$ cat config.mk
export PLATFORM = sky130hd
export DESIGN_NAME = wb_burst_master_flat
export DESIGN_NICKNAME = d
export VERILOG_FILES = /design/src/rtl/wb_pkg.sv /design/src/rtl/wb_burst_master_if.sv /design/src/rtl/wb_watchdog.sv /design/src/rtl/wb_burst_master.sv /design/src/flat_wrapper.sv
export SDC_FILE = /design/constraint.sdc
export NUM_CORES = 1
export LEC_CHECK = 0
export ABC_AREA = 1
export BUFFER_PORTS_ARGS = -buffer_cell sky130_fd_sc_hd__buf_2
export CAP_MARGIN = 0
export CORE_ASPECT_RATIO = 0.6
export CORE_UTILIZATION = 25
export DETAILED_ROUTE_END_ITERATION = 16
export SLEW_MARGIN = 10
export SYNTH_ARGS = -nofsm -noshare
export SYNTH_HDL_FRONTEND = slang
export SYNTH_SLANG_ARGS = --single-unit
$ cat constraint.sdc
create_clock -name clk_i -period 4.6 [get_ports clk_i]
set_input_delay 0.23 -clock clk_i [delete_from_list [all_inputs] [get_ports clk_i]]
set_output_delay 0.23 -clock clk_i [all_outputs]
set_load 0.02 [all_outputs]
$ cat src/rtl/wb_pkg.sv
// Shared types and encodings for the Wishbone burst master.
package wb_pkg;

   typedef enum logic [1:0] {
      IDLE    = 2'd0,
      WDATA   = 2'd1,
      BUS     = 2'd2,
      BACKOFF = 2'd3
   } state_t;

   typedef enum logic [1:0] {
      ST_OK        = 2'b00,
      ST_BUS_ERR   = 2'b01,
      ST_RETRY_EXH = 2'b10,
      ST_TIMEOUT   = 2'b11
   } status_t;

   localparam logic [2:0] CTI_CLASSIC = 3'b000;
   localparam logic [2:0] CTI_INCR    = 3'b010;
   localparam logic [2:0] CTI_EOB     = 3'b111;
   localparam logic [1:0] BTE_LINEAR  = 2'b00;

   // Cycle type for a beat that is about to be strobed.
   function automatic logic [2:0] cti_for(input logic last);
      return last ? CTI_EOB : CTI_INCR;
   endfunction

endpackage

$ cat src/rtl/wb_burst_master_if.sv
// Wishbone B4 classic bus bundle between the burst master and the interconnect.
interface wb_burst_master_if #(
   parameter int unsigned ADDR_WIDTH = 32,
   parameter int unsigned DATA_WIDTH = 32
);
   logic [DATA_WIDTH-1:0]   DAT_I;
   logic [ADDR_WIDTH-1:0]   ADR_O;
   logic [DATA_WIDTH-1:0]   DAT_O;
   logic                    WE_O;
   logic [DATA_WIDTH/8-1:0] SEL_O;
   logic                    STB_O;
   logic                    CYC_O;
   logic [2:0]              CTI_O;
   logic [1:0]              BTE_O;
   logic                    ACK_I;
   logic                    ERR_I;
   logic                    RTY_I;

   modport master (
      input  DAT_I, ACK_I, ERR_I, RTY_I,
      output ADR_O, DAT_O, WE_O, SEL_O, STB_O, CYC_O, CTI_O, BTE_O
   );

   modport slave (
      output DAT_I, ACK_I, ERR_I, RTY_I,
      input  ADR_O, DAT_O, WE_O, SEL_O, STB_O, CYC_O, CTI_O, BTE_O
   );
endinterface

$ cat src/rtl/wb_watchdog.sv
// Loadable up-counter; o_expired_c flags the enabled cycle on which it reaches LIMIT.
module wb_watchdog #(
   parameter  int unsigned LIMIT = 255,
   localparam int unsigned CNT_W = $clog2(LIMIT + 1)
) (
   input  logic             clk_i,
   input  logic             rst_i,
   input  logic             i_clr,
   input  logic             i_load,
   input  logic [CNT_W-1:0] i_load_val,
   input  logic             i_en,
   output logic             o_expired_c
);

   logic [CNT_W-1:0] r_cnt;

   always_ff @(posedge clk_i) begin
      if (rst_i)       r_cnt <= '0;
      else if (i_clr)  r_cnt <= '0;
      else if (i_load) r_cnt <= i_load_val;
      else if (i_en)   r_cnt <= r_cnt + CNT_W'(1);
   end

   assign o_expired_c = i_en && (r_cnt == CNT_W'(LIMIT - 1));

endmodule

$ cat src/rtl/wb_burst_master.sv
// Wishbone B4 classic burst master: request-side handshake in, retried/timed bus cycles out.
module wb_burst_master
   import wb_pkg::*;
#(
   parameter int unsigned ADDR_WIDTH     = 32,
   parameter int unsigned DATA_WIDTH     = 32,
   parameter int unsigned MAX_BURST      = 8,
   parameter int unsigned MAX_RETRY      = 3,
   parameter int unsigned BACKOFF_CYCLES = 4,
   parameter int unsigned TIMEOUT_CYCLES = 255
) (
   input  logic                         clk_i,
   input  logic                         rst_i,
   input  logic                         req_valid_i,
   output logic                         req_ready_o,
   input  logic                         req_we_i,
   input  logic [ADDR_WIDTH-1:0]        req_addr_i,
   input  logic [DATA_WIDTH/8-1:0]      req_sel_i,
   input  logic [$clog2(MAX_BURST)-1:0] req_len_i,
   input  logic [DATA_WIDTH-1:0]        wdata_i,
   input  logic                         wdata_valid_i,
   output logic                         wdata_ready_o,
   output logic [DATA_WIDTH-1:0]        rdata_o,
   output logic                         rdata_valid_o,
   output logic                         done_o,
   output logic [1:0]                   status_o,
   wb_burst_master_if.master            wb
);

   localparam int unsigned LEN_W = $clog2(MAX_BURST);
   localparam int unsigned SEL_W = DATA_WIDTH / 8;
   localparam int unsigned RTY_W = $clog2(MAX_RETRY + 2);

   state_t                r_state, w_ns;
   status_t               r_status, w_status;
   logic                  r_we, w_we;
   logic [LEN_W-1:0]      r_len, w_len, r_beat, w_beat;
   logic [RTY_W-1:0]      r_retry, w_retry;
   logic [ADDR_WIDTH-1:0] r_adr, w_adr;
   logic [DATA_WIDTH-1:0] r_dat, w_dat, r_rdata, w_rdata;
   logic [SEL_W-1:0]      r_sel, w_sel;
   logic [2:0]            r_cti, w_cti;
   logic                  r_stb, w_stb, r_cyc, w_cyc;
   logic                  r_req_ready, w_req_ready, r_wdata_ready, w_wdata_ready;
   logic                  r_rdata_valid, w_rdata_valid, r_done, w_done;
   logic                  w_tmo_clr, w_tmo_exp, w_bo_load, w_bo_exp;

   wb_watchdog #(.LIMIT(TIMEOUT_CYCLES)) u_tmo (
      .clk_i       (clk_i),
      .rst_i       (rst_i),
      .i_clr       (w_tmo_clr),
      .i_load      (1'b0),
      .i_load_val  ('0),
      .i_en        (r_state == BUS),
      .o_expired_c (w_tmo_exp)
   );

   wb_watchdog #(.LIMIT(BACKOFF_CYCLES)) u_bo (
      .clk_i       (clk_i),
      .rst_i       (rst_i),
      .i_clr       (1'b0),
      .i_load      (w_bo_load),
      .i_load_val  ('0),
      .i_en        (r_state == BACKOFF),
      .o_expired_c (w_bo_exp)
   );

   always_ff @(posedge clk_i) begin
      if (rst_i) begin
         r_state       <= IDLE;
         r_status      <= ST_OK;
         r_we          <= 1'b0;
         r_len         <= '0;
         r_beat        <= '0;
         r_retry       <= '0;
         r_adr         <= '0;
         r_dat         <= '0;
         r_rdata       <= '0;
         r_sel         <= '0;
         r_cti         <= CTI_CLASSIC;
         r_stb         <= 1'b0;
         r_cyc         <= 1'b0;
         r_req_ready   <= 1'b0;
         r_wdata_ready <= 1'b0;
         r_rdata_valid <= 1'b0;
         r_done        <= 1'b0;
      end else begin
         r_state       <= w_ns;
         r_status      <= w_status;
         r_we          <= w_we;
         r_len         <= w_len;
         r_beat        <= w_beat;
         r_retry       <= w_retry;
         r_adr         <= w_adr;
         r_dat         <= w_dat;
         r_rdata       <= w_rdata;
         r_sel         <= w_sel;
         r_cti         <= w_cti;
         r_stb         <= w_stb;
         r_cyc         <= w_cyc;
         r_req_ready   <= w_req_ready;
         r_wdata_ready <= w_wdata_ready;
         r_rdata_valid <= w_rdata_valid;
         r_done        <= w_done;
      end
   end

   // Next state and next value of every registered output.
   always_comb begin
      w_ns          = r_state;
      w_status      = r_status;
      w_we          = r_we;
      w_len         = r_len;
      w_beat        = r_beat;
      w_retry       = r_retry;
      w_adr         = r_adr;
      w_dat         = r_dat;
      w_rdata       = r_rdata;
      w_sel         = r_sel;
      w_cti         = r_cti;
      w_stb         = r_stb;
      w_cyc         = r_cyc;
      w_rdata_valid = 1'b0;
      w_done        = 1'b0;
      w_tmo_clr     = 1'b0;
      w_bo_load     = 1'b0;

      unique case (r_state)
         IDLE: begin
            if (req_valid_i && r_req_ready) begin
               w_we      = req_we_i;
               w_adr     = req_addr_i;
               w_sel     = req_sel_i;
               w_len     = req_len_i;
               w_beat    = '0;
               w_retry   = '0;
               w_tmo_clr = 1'b1;
               if (req_we_i) begin
                  w_ns  = WDATA;
                  w_stb = 1'b0;
                  w_cti = CTI_CLASSIC;
               end else begin
                  w_ns  = BUS;
                  w_cyc = 1'b1;
                  w_stb = 1'b1;
                  w_cti = cti_for(req_len_i == '0);
               end
            end
         end
         WDATA: begin
            if (wdata_valid_i && r_wdata_ready) begin
               w_dat = wdata_i;
               w_ns  = BUS;
               w_cyc = 1'b1;
               w_stb = 1'b1;
               w_cti = cti_for(r_beat == r_len);
            end
         end
         BUS: begin
            if (wb.ERR_I || wb.RTY_I) begin
               w_cyc     = 1'b0;
               w_stb     = 1'b0;
               w_cti     = CTI_CLASSIC;
               w_tmo_clr = 1'b1;
               if (wb.ERR_I) begin
                  w_done   = 1'b1;
                  w_status = ST_BUS_ERR;
                  w_ns     = IDLE;
               end else begin
                  w_retry = r_retry + RTY_W'(1);
                  if (w_retry == RTY_W'(MAX_RETRY + 1)) begin
                     w_done   = 1'b1;
                     w_status = ST_RETRY_EXH;
                     w_ns     = IDLE;
                  end else begin
                     w_bo_load = 1'b1;
                     w_ns      = BACKOFF;
                  end
               end
            end else if (wb.ACK_I) begin
               w_tmo_clr = 1'b1;
               if (!r_we) begin
                  w_rdata       = wb.DAT_I;
                  w_rdata_valid = 1'b1;
               end
               if (r_beat == r_len) begin
                  w_cyc    = 1'b0;
                  w_stb    = 1'b0;
                  w_cti    = CTI_CLASSIC;
                  w_done   = 1'b1;
                  w_status = ST_OK;
                  w_ns     = IDLE;
               end else begin
                  w_adr   = r_adr + ADDR_WIDTH'(SEL_W);
                  w_beat  = r_beat + LEN_W'(1);
                  w_retry = '0;
                  if (r_we) begin
                     w_stb = 1'b0;
                     w_cti = CTI_CLASSIC;
                     w_ns  = WDATA;
                  end else begin
                     w_cti = cti_for(w_beat == r_len);
                  end
               end
            end else if (w_tmo_exp) begin
               w_cyc    = 1'b0;
               w_stb    = 1'b0;
               w_cti    = CTI_CLASSIC;
               w_done   = 1'b1;
               w_status = ST_TIMEOUT;
               w_ns     = IDLE;
            end
         end
         BACKOFF: begin
            // Reissue the same beat; address, data and sel were never touched.
            if (w_bo_exp) begin
               w_ns  = BUS;
               w_cyc = 1'b1;
               w_stb = 1'b1;
               w_cti = cti_for(r_beat == r_len);
            end
         end
         default: w_ns = IDLE;
      endcase

      w_req_ready   = (w_ns == IDLE);
      w_wdata_ready = (w_ns == WDATA);
   end

   assign req_ready_o   = r_req_ready;
   assign wdata_ready_o = r_wdata_ready;
   assign rdata_o       = r_rdata;
   assign rdata_valid_o = r_rdata_valid;
   assign done_o        = r_done;
   assign status_o      = r_status;
   assign wb.ADR_O      = r_adr;
   assign wb.DAT_O      = r_dat;
   assign wb.WE_O       = r_we;
   assign wb.SEL_O      = r_sel;
   assign wb.STB_O      = r_stb;
   assign wb.CYC_O      = r_cyc;
   assign wb.CTI_O      = r_cti;
   assign wb.BTE_O      = BTE_LINEAR;

endmodule

$ cat src/flat_wrapper.sv
// flat-port wrapper written by rule: the top's interface ports become plain ports
module wb_burst_master_flat import wb_pkg::*;
#(
   parameter int unsigned ADDR_WIDTH     = 32,
   parameter int unsigned DATA_WIDTH     = 32,
   parameter int unsigned MAX_BURST      = 8,
   parameter int unsigned MAX_RETRY      = 3,
   parameter int unsigned BACKOFF_CYCLES = 4,
   parameter int unsigned TIMEOUT_CYCLES = 255
)
  (clk_i, rst_i, req_valid_i, req_ready_o, req_we_i, req_addr_i, req_sel_i, req_len_i, wdata_i, wdata_valid_i, wdata_ready_o, rdata_o, rdata_valid_o, done_o, status_o, wb_DAT_I, wb_ACK_I, wb_ERR_I, wb_RTY_I, wb_ADR_O, wb_DAT_O, wb_WE_O, wb_SEL_O, wb_STB_O, wb_CYC_O, wb_CTI_O, wb_BTE_O);
  wb_burst_master_if #(.ADDR_WIDTH(ADDR_WIDTH), .DATA_WIDTH(DATA_WIDTH)) wb_i ();
  input  logic clk_i;
  input  logic rst_i;
  input  logic req_valid_i;
  output logic req_ready_o;
  input  logic req_we_i;
  input  logic [ADDR_WIDTH-1:0] req_addr_i;
  input  logic [DATA_WIDTH/8-1:0] req_sel_i;
  input  logic [$clog2(MAX_BURST)-1:0] req_len_i;
  input  logic [DATA_WIDTH-1:0] wdata_i;
  input  logic wdata_valid_i;
  output logic wdata_ready_o;
  output logic [DATA_WIDTH-1:0] rdata_o;
  output logic rdata_valid_o;
  output logic done_o;
  output logic [1:0] status_o;
  input wire logic [$bits(wb_i.DAT_I)-1:0] wb_DAT_I;
  input wire logic [$bits(wb_i.ACK_I)-1:0] wb_ACK_I;
  input wire logic [$bits(wb_i.ERR_I)-1:0] wb_ERR_I;
  input wire logic [$bits(wb_i.RTY_I)-1:0] wb_RTY_I;
  output wire logic [$bits(wb_i.ADR_O)-1:0] wb_ADR_O;
  output wire logic [$bits(wb_i.DAT_O)-1:0] wb_DAT_O;
  output wire logic [$bits(wb_i.WE_O)-1:0] wb_WE_O;
  output wire logic [$bits(wb_i.SEL_O)-1:0] wb_SEL_O;
  output wire logic [$bits(wb_i.STB_O)-1:0] wb_STB_O;
  output wire logic [$bits(wb_i.CYC_O)-1:0] wb_CYC_O;
  output wire logic [$bits(wb_i.CTI_O)-1:0] wb_CTI_O;
  output wire logic [$bits(wb_i.BTE_O)-1:0] wb_BTE_O;
  assign wb_i.DAT_I = wb_DAT_I;
  assign wb_i.ACK_I = wb_ACK_I;
  assign wb_i.ERR_I = wb_ERR_I;
  assign wb_i.RTY_I = wb_RTY_I;
  assign wb_ADR_O = wb_i.ADR_O;
  assign wb_DAT_O = wb_i.DAT_O;
  assign wb_WE_O = wb_i.WE_O;
  assign wb_SEL_O = wb_i.SEL_O;
  assign wb_STB_O = wb_i.STB_O;
  assign wb_CYC_O = wb_i.CYC_O;
  assign wb_CTI_O = wb_i.CTI_O;
  assign wb_BTE_O = wb_i.BTE_O;
  wb_burst_master #(.ADDR_WIDTH(ADDR_WIDTH), .DATA_WIDTH(DATA_WIDTH), .MAX_BURST(MAX_BURST), .MAX_RETRY(MAX_RETRY), .BACKOFF_CYCLES(BACKOFF_CYCLES), .TIMEOUT_CYCLES(TIMEOUT_CYCLES)) u_core (.clk_i(clk_i), .rst_i(rst_i), .req_valid_i(req_valid_i), .req_ready_o(req_ready_o), .req_we_i(req_we_i), .req_addr_i(req_addr_i), .req_sel_i(req_sel_i), .req_len_i(req_len_i), .wdata_i(wdata_i), .wdata_valid_i(wdata_valid_i), .wdata_ready_o(wdata_ready_o), .rdata_o(rdata_o), .rdata_valid_o(rdata_valid_o), .done_o(done_o), .status_o(status_o), .wb(wb_i));
endmodule
==> metrics.cfg <==
[outcome]
run_status=completed

[logic_synthesis]
avgSynthCellArea_um2=6.47
synth_top_cell_area_share_pct=41.7
synth_cell_types=31
async_flop_share_pct=0
ys_top_cells_by_area=dfxtp_1, nor2_1, nand2_1
synth_ff_type=dfxtp_1
synth_common_cells=nor2_1, nand2_1, dfxtp_1, o21ai_0, inv_1
yosysSeqAreaShare_pct=41.7
syn_area_um2=6380
yosysWarnings=0
synthCells=986
yosysMostFrequentCell=nor2_1
synth_edf_count=0
synth_top_cell_by_area=dfxtp_1
ys_seq_elements=133

[clock_tree]
clk_latency_ns=0.44
cts_buffer_depth=2
cts.sinks=133
numCtsBuffers=17
tritoncts=yes
clk_pin_slew_ns=0.06
clock-root-buffer=clkbuf_16
htreeDepth=4

[setup_path]
arrival_ns=2.88
path_max_fanout=55
crit_type=reg -> reg
r2r-end=u_core.wb.ADR_O[11]
regToRegStartpoint=u_core.r_state[1]
r2r_setup_slack_ns=2.05
reg2regPathDepth=8
crit_required_ns=4.93
worst_setup_path_start_kind=flop
cp-end-kind=flop

[drt]
detail-route-antenna-nets=0
drc_errors=0
post_drt_wl_per_cell_um=13.8
wirelength_mm=21.2
drt-pass1-iter-count=5
drtIter0Drc=507
dr_total_vias=6919
via_per_inst=4.52

[timing]
fin_crit_ns=2.55
slew_headroom_pct=26.9
slew_violations=0
fin_crit_sh_pct=55.5
finClkSkew_ns=0.00972
setup_viol=0
rsz0062_at_grt=false
max_freq_ghz=0.392
finalHoldViolCount=0
timing.final.ws_setup_ns=2.05
worst_pin_slew_ns=1.10
setup_tns_ns=0

[die]
rows=44
dieWidth_um=208
start_util_pct=25.9
dieArea_um2=26200
boundaryPins=225
fp.dieH_um=126
core_area_um2=24600

[place]
hpwlAfterDp_mm=15.6
place_congestion=0.913
dp_slack_ns=2.05
io_buffers=222

[cells_and_area]
antenna_cells=0
layout.nets=1316
area_growth_pct=31.1
drive_gt1_share_pct=22.2

[power]
p_switching_mw=0.901
p_per_area_nw_per_um2=374
power_leakage_nw=3.84
comb_power_share_pct=14.6
internal_power_mw=2.23
pwr-share-clk_pct=44.3
sw_frac_of_total_pct=28.8
ir_drop_mv=0.240
p_seq_share_pct=41.1

[global_route]
grt.total_usage_pct=16.5
grt-ovfl-total=0
grt_pass1_wl_mm=33.8
first_global_vias=6363
antenna_found_initial=2
grt_max_degree=59

[run]
maxCapViolCount=0

[worst_hold_path]
hold_class=in -> reg
min_to=u_core.wb.DAT_O[13]
min_from=wdata_i[13]
whs_path_depth=3

## timing repair
action                                 in CTS  in global routing
resized for setup                           0                  0
setup buffers                               0                  0
hold buffers                                8                  0
endpoints found under the hold margin       8                  0
## critical path, cell delays in order (launching register included)
cell	delay, ns
dfxtp_1	0.46
nand2_4	0.26
inv_2	0.12
buf_4	0.50
nand4_2	0.20
nand3_4	0.41
inv_4	0.19
o21ai_0	0.21
nor2_1	0.06
## area by class of cell
| type | count | area, µm² |
|---|---|---|
| flip-flops and latches | 133 | 2660 |
| inverters | 79 | 299 |
| well taps | 322 | 403 |
| multi-input cells | 732 | 3200 |
| clock inverters | 8 | 97.6 |
| clock buffers | 24 | 492 |
| fillers | 2695 | 16200 |
| repair buffers | 234 | 1220 |
## routing by layer
metal	wire, µm	GRT usage (%)
met3	1850	6.28
met5	0	0
met1	10700	23.5
met4	265	4.05
met2	8350	23.2
## power groups by stage
stage                     Clock, mW  Sequential (mW)  Combinational [mW]
after floorplan                   0             1.35               0.245
after global placement            0             1.31               0.445
after detailed placement          0             1.31               0.451
after CTS                      1.42             1.28               0.458
after global routing           1.47             1.29               0.512
final                          1.39             1.29               0.456
## worst max path at each step
stage,from,endpoint,slack [ns],depth (start not counted)
2_1_floorplan,u_core.wb.ADR_O[3],u_core.wb.ADR_O[16],2.90,10
3_3_place_gp,u_core.r_state[0],u_core.wb.ADR_O[20],2.14,10
3_5_place_dp,u_core.r_state[1],u_core.wb.ADR_O[11],2.05,8
4_1_cts,u_core.r_state[1],u_core.wb.ADR_O[11],2.04,8
5_1_grt,u_core.r_state[0],u_core.wb.ADR_O[4],1.79,9
6_report,u_core.r_state[1],u_core.wb.ADR_O[11],2.05,8
## flip-flops by register name (all words and copies together), names as in the netlist, 2 cells and up
name,count
u_core.rdata_o,32
u_core.wb.ADR_O,32
u_core.wb.DAT_O,32
u_core.u_tmo.r_cnt,8
u_core.wb.SEL_O,4
u_core.r_beat,3
u_core.r_len,3
u_core.r_retry,3
u_core.u_bo.r_cnt,3
u_core.r_state,2
u_core.status_o,2
u_core.wb.CTI_O,2
## cells by family after synthesis
group                      share of synthesized area, %
AOI/OAI and AO/OA                                  12.4
xor gates and xnor gates                          0.686
adders and majority gates                          1.57
buffers and inverters                              8.33
DFF                                                41.7
other                                            0.0587
and+or+nand+nor                                    35.2
## through the flow
stage          hold slack, ns  util, %  instances  power [mW]  cell area [µm²]
4_1_cts              0.000314     34.0       1532        3.16             8370
5_1_grt               0.00982     34.0       1532        3.28             8370
2_1_floorplan           0.365        -        987        1.59             6390
3_3_place_gp            0.450     31.3       1492        1.75             7700
6_report               0.0196     34.0       1532        3.13             8370
3_5_place_dp            0.458     31.3       1492        1.76             7700
## layout by cell type (no fill, tap or decap), drive strengths merged
cell type / Yosys / routed
or2: 6 / 6
conb: 1 / 2
dlygate4sd3: 0 / 8
xor2: 4 / 4
o21ai: 109 / 109
nor3: 6 / 6
ha: 8 / 8
xnor2: 1 / 1
a31oi: 1 / 1
dfxtp: 133 / 133
a211oi: 1 / 1
and3: 1 / 1
a21oi: 47 / 47
nand3b: 1 / 1
clkbuf: 22 / 24
nand4: 8 / 8
clkinv: 0 / 6
buf: 21 / 226
nand2: 210 / 210
bufinv: 0 / 2
nand3: 54 / 54
nor4: 1 / 1
nor2: 271 / 271
nor3b: 1 / 1
inv: 79 / 79
(Power assumes the default switching activity.)
